[config.mk]
export PLATFORM = sky130hd
export DESIGN_NAME = calc2_port_requester
export DESIGN_NICKNAME = d
export VERILOG_FILES = /design/src/rtl/calc2_pkg.sv /design/src/rtl/calc2_tag_tracker.sv /design/src/rtl/calc2_port_requester.sv
export SDC_FILE = /design/constraint.sdc
export NUM_CORES = 1
export LEC_CHECK = 0
export CAP_MARGIN = 20
export CORE_AREA = 2 2 116 118
export DETAILED_ROUTE_END_ITERATION = 8
export DIE_AREA = 0 0 118 120
export PLACE_DENSITY = 0.89
export SLEW_MARGIN = 40
export SYNTH_ARGS = -nofsm -noshare
export SYNTH_HDL_FRONTEND = slang
export SYNTH_HIERARCHICAL = 1
export SYNTH_SLANG_ARGS = --single-unit
export TNS_END_PERCENT = 5
[constraint.sdc]
create_clock -name c_clk -period 3.88 [get_ports c_clk]
set_clock_uncertainty 0.1 [all_clocks]
set_input_delay 0.582 -clock c_clk [delete_from_list [all_inputs] [get_ports c_clk]]
set_output_delay 0.582 -clock c_clk [all_outputs]
set_load 0.03 [all_outputs]
[src/rtl/calc2_pkg.sv]
// Shared types and encodings for the calc2 request port.
// Data, tag and response fields keep calc2 bit order: bit 0 is the MSB.
package calc2_pkg;

  localparam int NUM_TAGS = 4;

  typedef logic [0:3]  cmd_t;
  typedef logic [0:31] data_t;
  typedef logic [0:1]  tag_t;
  typedef logic [0:1]  resp_t;

  localparam cmd_t CMD_NOP = 4'h0;
  localparam cmd_t CMD_ADD = 4'h1;
  localparam cmd_t CMD_SUB = 4'h2;
  localparam cmd_t CMD_SHL = 4'h5;
  localparam cmd_t CMD_SHR = 4'h6;

  localparam resp_t RESP_NONE    = 2'b00;
  localparam resp_t RESP_OK      = 2'b01;
  localparam resp_t RESP_ERR     = 2'b10;
  localparam resp_t RESP_TIMEOUT = 2'b11;

  function automatic tag_t lowest_idx(input logic [NUM_TAGS-1:0] m);
    lowest_idx = '0;
    for (int i = NUM_TAGS - 1; i >= 0; i--) begin
      if (m[i]) lowest_idx = tag_t'(i);
    end
  endfunction

endpackage

[src/rtl/calc2_tag_tracker.sv]
// Outstanding-tag map with per-tag timers.
// Provides the lowest free tag and the lowest expired tag.
module calc2_tag_tracker
  import calc2_pkg::*;
#(
  parameter int TIMEOUT = 64
) (
  input  logic                c_clk,
  input  logic                reset,
  input  logic                mark_en,
  input  logic [0:1]          mark_tag,
  input  logic                free_en,
  input  logic [0:1]          free_tag_in,
  output logic [NUM_TAGS-1:0] out_map,
  output logic                free_ok,
  output logic [0:1]          free_tag,
  output logic                exp_ok,
  output logic [0:1]          exp_tag
);

  localparam logic [7:0] TMO = 8'(TIMEOUT);

  logic [NUM_TAGS-1:0] out_q, out_d;
  logic [NUM_TAGS-1:0] exp_map;
  logic [7:0]          timer_q [NUM_TAGS];
  logic [7:0]          timer_d [NUM_TAGS];

  // Timer loads 1 with the operand-2 beat, so it counts that beat's cycle.
  always_comb begin
    out_d = out_q;
    for (int i = 0; i < NUM_TAGS; i++) begin
      timer_d[i] = timer_q[i];
      exp_map[i] = out_q[i] && (timer_q[i] == TMO);
      if (out_q[i] && !exp_map[i]) timer_d[i] = timer_q[i] + 8'd1;
    end
    if (free_en) begin
      out_d[free_tag_in]   = 1'b0;
      timer_d[free_tag_in] = '0;
    end
    if (mark_en) begin
      out_d[mark_tag]   = 1'b1;
      timer_d[mark_tag] = 8'd1;
    end
  end

  always_ff @(posedge c_clk or posedge reset) begin
    if (reset) begin
      out_q <= '0;
      for (int i = 0; i < NUM_TAGS; i++) timer_q[i] <= '0;
    end else begin
      out_q   <= out_d;
      timer_q <= timer_d;
    end
  end

  assign out_map  = out_q;
  assign free_ok  = |(~out_q);
  assign free_tag = lowest_idx(~out_q);
  assign exp_ok   = |exp_map;
  assign exp_tag  = lowest_idx(exp_map);

endmodule

[src/rtl/calc2_port_requester.sv]
// calc2 port initiator: two-beat request serialiser, tag-matched
// completions and local timeout of lost responses.
module calc2_port_requester
  import calc2_pkg::*;
#(
  parameter int TIMEOUT = 64
) (
  input  logic        c_clk,
  input  logic        reset,
  input  logic        op_valid,
  output logic        op_ready,
  input  logic [0:3]  op_cmd,
  input  logic [0:31] op_data1,
  input  logic [0:31] op_data2,
  output logic [0:3]  req_cmd_out,
  output logic [0:31] req_data_out,
  output logic [0:1]  req_tag_out,
  input  logic [0:1]  rsp_resp_in,
  input  logic [0:31] rsp_data_in,
  input  logic [0:1]  rsp_tag_in,
  output logic        cpl_valid,
  output logic [0:1]  cpl_tag,
  output logic [0:1]  cpl_resp,
  output logic [0:31] cpl_data,
  output logic        spurious_rsp,
  output logic        busy
);

  typedef enum logic {S_IDLE, S_OP2} state_e;

  state_e state_q, state_d;
  cmd_t   req_cmd_q, req_cmd_d;
  data_t  req_data_q, req_data_d;
  tag_t   req_tag_q, req_tag_d;
  tag_t   cur_tag_q, cur_tag_d;
  data_t  op2_q, op2_d;
  logic   cpl_valid_q, cpl_valid_d;
  tag_t   cpl_tag_q, cpl_tag_d;
  resp_t  cpl_resp_q, cpl_resp_d;
  data_t  cpl_data_q, cpl_data_d;
  logic   spur_q, spur_d;

  logic [NUM_TAGS-1:0] out_map;
  logic free_ok, exp_ok, mark_en, free_en;
  tag_t free_tag, exp_tag, free_idx;
  logic rsp_any, rsp_hit, accept;

  calc2_tag_tracker #(.TIMEOUT(TIMEOUT)) u_trk (
    .c_clk       (c_clk),
    .reset       (reset),
    .mark_en     (mark_en),
    .mark_tag    (cur_tag_q),
    .free_en     (free_en),
    .free_tag_in (free_idx),
    .out_map     (out_map),
    .free_ok     (free_ok),
    .free_tag    (free_tag),
    .exp_ok      (exp_ok),
    .exp_tag     (exp_tag)
  );

  assign rsp_any  = rsp_resp_in != RESP_NONE;
  assign rsp_hit  = rsp_any && out_map[rsp_tag_in];
  assign op_ready = (state_q == S_IDLE) && free_ok && !reset;
  assign accept   = op_valid && op_ready;

  always_comb begin
    state_d    = state_q;
    req_cmd_d  = CMD_NOP;
    req_data_d = '0;
    req_tag_d  = '0;
    cur_tag_d  = cur_tag_q;
    op2_d      = op2_q;
    mark_en    = 1'b0;
    unique case (state_q)
      S_IDLE: if (accept) begin
        req_cmd_d  = op_cmd;
        req_data_d = op_data1;
        req_tag_d  = free_tag;
        cur_tag_d  = free_tag;
        op2_d      = op_data2;
        state_d    = S_OP2;
      end
      S_OP2: begin
        req_data_d = op2_q;
        mark_en    = 1'b1;
        state_d    = S_IDLE;
      end
    endcase
  end

  // A response (even for a tag expiring now) beats any timeout.
  always_comb begin
    cpl_valid_d = 1'b0;
    cpl_tag_d   = '0;
    cpl_resp_d  = RESP_NONE;
    cpl_data_d  = '0;
    free_en     = 1'b0;
    free_idx    = '0;
    spur_d      = rsp_any && !rsp_hit;
    if (rsp_hit) begin
      cpl_valid_d = 1'b1;
      cpl_tag_d   = rsp_tag_in;
      cpl_resp_d  = rsp_resp_in;
      cpl_data_d  = rsp_data_in;
      free_en     = 1'b1;
      free_idx    = rsp_tag_in;
    end else if (exp_ok) begin
      cpl_valid_d = 1'b1;
      cpl_tag_d   = exp_tag;
      cpl_resp_d  = RESP_TIMEOUT;
      free_en     = 1'b1;
      free_idx    = exp_tag;
    end
  end

  always_ff @(posedge c_clk or posedge reset) begin
    if (reset) begin
      state_q     <= S_IDLE;
      req_cmd_q   <= '0;
      req_data_q  <= '0;
      req_tag_q   <= '0;
      cur_tag_q   <= '0;
      op2_q       <= '0;
      cpl_valid_q <= 1'b0;
      cpl_tag_q   <= '0;
      cpl_resp_q  <= '0;
      cpl_data_q  <= '0;
      spur_q      <= 1'b0;
    end else begin
      state_q     <= state_d;
      req_cmd_q   <= req_cmd_d;
      req_data_q  <= req_data_d;
      req_tag_q   <= req_tag_d;
      cur_tag_q   <= cur_tag_d;
      op2_q       <= op2_d;
      cpl_valid_q <= cpl_valid_d;
      cpl_tag_q   <= cpl_tag_d;
      cpl_resp_q  <= cpl_resp_d;
      cpl_data_q  <= cpl_data_d;
      spur_q      <= spur_d;
    end
  end

  assign req_cmd_out  = req_cmd_q;
  assign req_data_out = req_data_q;
  assign req_tag_out  = req_tag_q;
  assign cpl_valid    = cpl_valid_q;
  assign cpl_tag      = cpl_tag_q;
  assign cpl_resp     = cpl_resp_q;
  assign cpl_data     = cpl_data_q;
  assign spurious_rsp = spur_q;
  assign busy         = (state_q != S_IDLE) || (|out_map);

endmodule

==> results.sh <==
export IMPL_worstReg2RegStart="u_trk/timer_q[16]$_DFF_PP0_"
export IMPL_path_buf_inv=1
export IMPL_ctsResizeCount=0
export IMPL_drive_above_1_share_pct=11.51
export IMPL_gr_total_overflow=0
export IMPL_status="complete, no violations"
export IMPL_clkLatencyLatePin_ps=420
export IMPL_syn_num_nets=583
export IMPL_cp_max_fo=7
export IMPL_rrSetupSlack_ps=840
export IMPL_maxSlewViolCount=0
export IMPL_path_clk_slew_ps=60
export IMPL_path_cells="inv_1, ha_1, nand4bb_1, nor4_1, a22oi_1, nor2b_1, nand2_1, mux2i_1, or3b_2, nand2_1, a21oi_1"
export IMPL_ys_types=47
export IMPL_r2r_end="u_trk/timer_q[29]$_DFF_PP0_"
export IMPL_hold_end="op2_q[28]$_DFFE_PP0P_"
export IMPL_worstHoldPathCells=1
export IMPL_finalWirelength_mm=16.17
export IMPL_cts_hold_buf=0
export IMPL_critical_path_startpoint_type="register"
export IMPL_async_flop_share_pct=100.0
export IMPL_via_per_inst=5.398
export IMPL_drt_iter0_markers=526
export IMPL_synth_common_cells="147 x dfrtp_1, 38 x nand2_1, 34 x a22o_1"
export IMPL_drc_errors=0
export IMPL_synth_most_common_cell="dfrtp_1"
export IMPL_cts_buffers=17
export IMPL_die_area_sq_um=14160
export IMPL_synth_area_top_cells="dfrtp_1 62%, mux2_2 5.1%, a22o_1 5.0%"
export IMPL_h_tree_depth=4
export IMPL_numClockSinks=147
export IMPL_syn_inst=468
export IMPL_grt_pass1_vias=4808
export IMPL_power_density_nw_per_um2=643.1
export IMPL_placementRows=42
export IMPL_slowest_stage="nor4_1"
export IMPL_crit_required_ps=4070
export IMPL_grt_max_degree=112
export IMPL_clockBufferDepth=2
export IMPL_min_period_over_period_pct=78.35
export IMPL_synth_top_cell_by_area="dfrtp_1"
export IMPL_setup_viol_count_final=0
export IMPL_slowest_delay_ps=570
export IMPL_worst_pin_slew_ps=708.9
export IMPL_cp_common_cell="nand2_1"
export IMPL_min_from="op2_q[28]$_DFFE_PP0P_"
export IMPL_criticalPathCategory="reg2reg"
export IMPL_n_antenna_cell=0
export IMPL_p_leak_nw=3.790
export IMPL_max_freq_mhz=329.0
export IMPL_core_area_sq_um=12980
export IMPL_setup_tns_ps=0
export IMPL_cts_tree="yes"
export IMPL_synth_area_sq_um=5952
export IMPL_yosys_warnings=6
export IMPL_crit_path_end_kind="register"
export IMPL_root_buffer="clkbuf_16"
export IMPL_syn_to_final_growth_pct=43.20
export IMPL_post_route_min_period_ps=3040
export IMPL_pin_count=185
export IMPL_start_util_pct=45.86
export IMPL_port_buffers=184
export IMPL_peakVddDrop_uv=315.2
export IMPL_gp_congestion=0.8078
export IMPL_ys_flop_type="dfrtp_1"
export IMPL_num_vias=4561
export IMPL_fin_hold_ws_ps=395.3
export IMPL_routedWlPerCell_microns=19.14
export IMPL_ff2ff_path_depth=11
export IMPL_hold_path_class="reg2reg"
export IMPL_hpwl_mm=10.83
export IMPL_cp_arrival_ps=3230
export IMPL_grt_pass1_wl_mm=25.65
export IMPL_die_x_microns=118
export IMPL_avgSynthCellArea_sq_um=12.72
export IMPL_yosys_area_top_type_share_pct=61.80
export IMPL_maxCapViolCount=0
export IMPL_synth_seq_cells=147
export IMPL_grt_usage_pct=23.41
export IMPL_fillers=867
export IMPL_ant_nets=0
export IMPL_post_cts_setup_buffers=0
export IMPL_die_y_microns=120
export IMPL_fin_nets=771
export IMPL_synth_seq_area_share_pct=61.80
export IMPL_maxSlewHeadroom_pct=52.30
export IMPL_rsz0062_at_grt="no"
export IMPL_synth_edf_count=0
export IMPL_critPathTopFamily="simple AND/OR/NAND/NOR gates"
export IMPL_drt_pre_antenna_iters=5
export IMPL_antenna_found_initial=0
export IMPL_finalHoldViolCount=0
## per-stage QoR
stage                     worst slack (ps)  util, %  total power, W  cells  area (sq um)
final                                840.2    65.66        0.005481    845          8523
after CTS                            894.4    65.61        0.005494    845          8516
after floorplan                      267.3        -        0.003217    468          5952
after detailed placement             831.0    61.21        0.003881    813          7945
after global placement               966.8    61.21        0.003757    813          7945
after global routing                 536.3    65.66        0.005733    845          8523
## final cells by class
| class | count | area [sq um] | share of cell area [%] |
|---|---|---|---|
| Timing Repair Buffer | 189 | 1904 | 22.34 |
| Tap cell | 176 | 220.2 | 2.584 |
| Inverter | 14 | 55.05 | 0.6459 |
| Clock buffer | 18 | 429.2 | 5.035 |
| Sequential cell | 147 | 3679 | 43.16 |
| Multi-Input combinational cell | 287 | 2095 | 24.57 |
| Clock inverter | 14 | 141.4 | 1.659 |
## power by group
group | total, W | leakage (nW) | internal, W | switching, W
sequential | 0.00225 | 1.89 | 0.00191 | 0.000339
combinational | 0.00165 | 1.63 | 0.000780 | 0.000871
clock | 0.00158 | 0.267 | 0.000900 | 0.000677
## registers in the layout, indices dropped and copies added (netlist names)
name,flops
req_tag_out,2
cur_tag_q,2
req_cmd_out,4
state_q,1
spurious_rsp,1
cpl_resp,2
cpl_data,32
u_trk/out_map,4
cpl_tag,2
cpl_valid,1
u_trk/timer_q,32
op2_q,32
req_data_out,32
## per-layer routing
metal	GRT usage, %	vias up	wire length, microns
li1	-	2018	-
met1	26.15	2300	6105
met2	43.46	209	8838
met3	6.179	34	902
met4	7.455	0	327
met5	0	-	0
## cell families after synthesis
| family | after synthesis | share of synthesized area, % |
|---|---|---|
| multiplexers | 41 | 7.820 |
| buffers and inverters | 34 | 3.258 |
| AND/OR/NAND/NOR | 148 | 13.58 |
| AO/OA/AOI/OAI | 73 | 9.355 |
| adder cells (fa/ha/maj) | 8 | 1.682 |
| XOR/XNOR | 17 | 2.502 |
| flip-flops | 147 | 61.80 |
## worst max-delay path by stage
stage	startpoint	end	cells after the start
CTS	u_trk/timer_q[24]$_DFF_PP0_	u_trk/timer_q[29]$_DFF_PP0_	10
floorplan	reset	cpl_data[0]$_DFF_PP0_	1
global route	u_trk/timer_q[24]$_DFF_PP0_	u_trk/timer_q[26]$_DFF_PP0_	11
detailed placement	rsp_tag_in[0]	u_trk/timer_q[29]$_DFF_PP0_	8
global placement	rsp_tag_in[0]	u_trk/timer_q[30]$_DFF_PP0_	8
finish	u_trk/timer_q[16]$_DFF_PP0_	u_trk/timer_q[29]$_DFF_PP0_	11
## cell usage in the layout (no fill, tap or decap), drive strengths merged, types with 3 or more instances in the layout
cell type	instances
and3	9
mux2	34
xnor2	7
xor2	10
ha	8
nand3b	4
clkdlybuf4s50	184
nand3	3
nor2	23
buf	5
nand4	12
nand2	38
a21oi	14
and2	33
dfrtp	147
nor3	4
o21ai	10
clkinvlp	4
or3	9
inv	21
clkbuf	18
a21bo	3
mux2i	6
a22o	34
No activity file was read; power rests on OpenSTA's default activity.
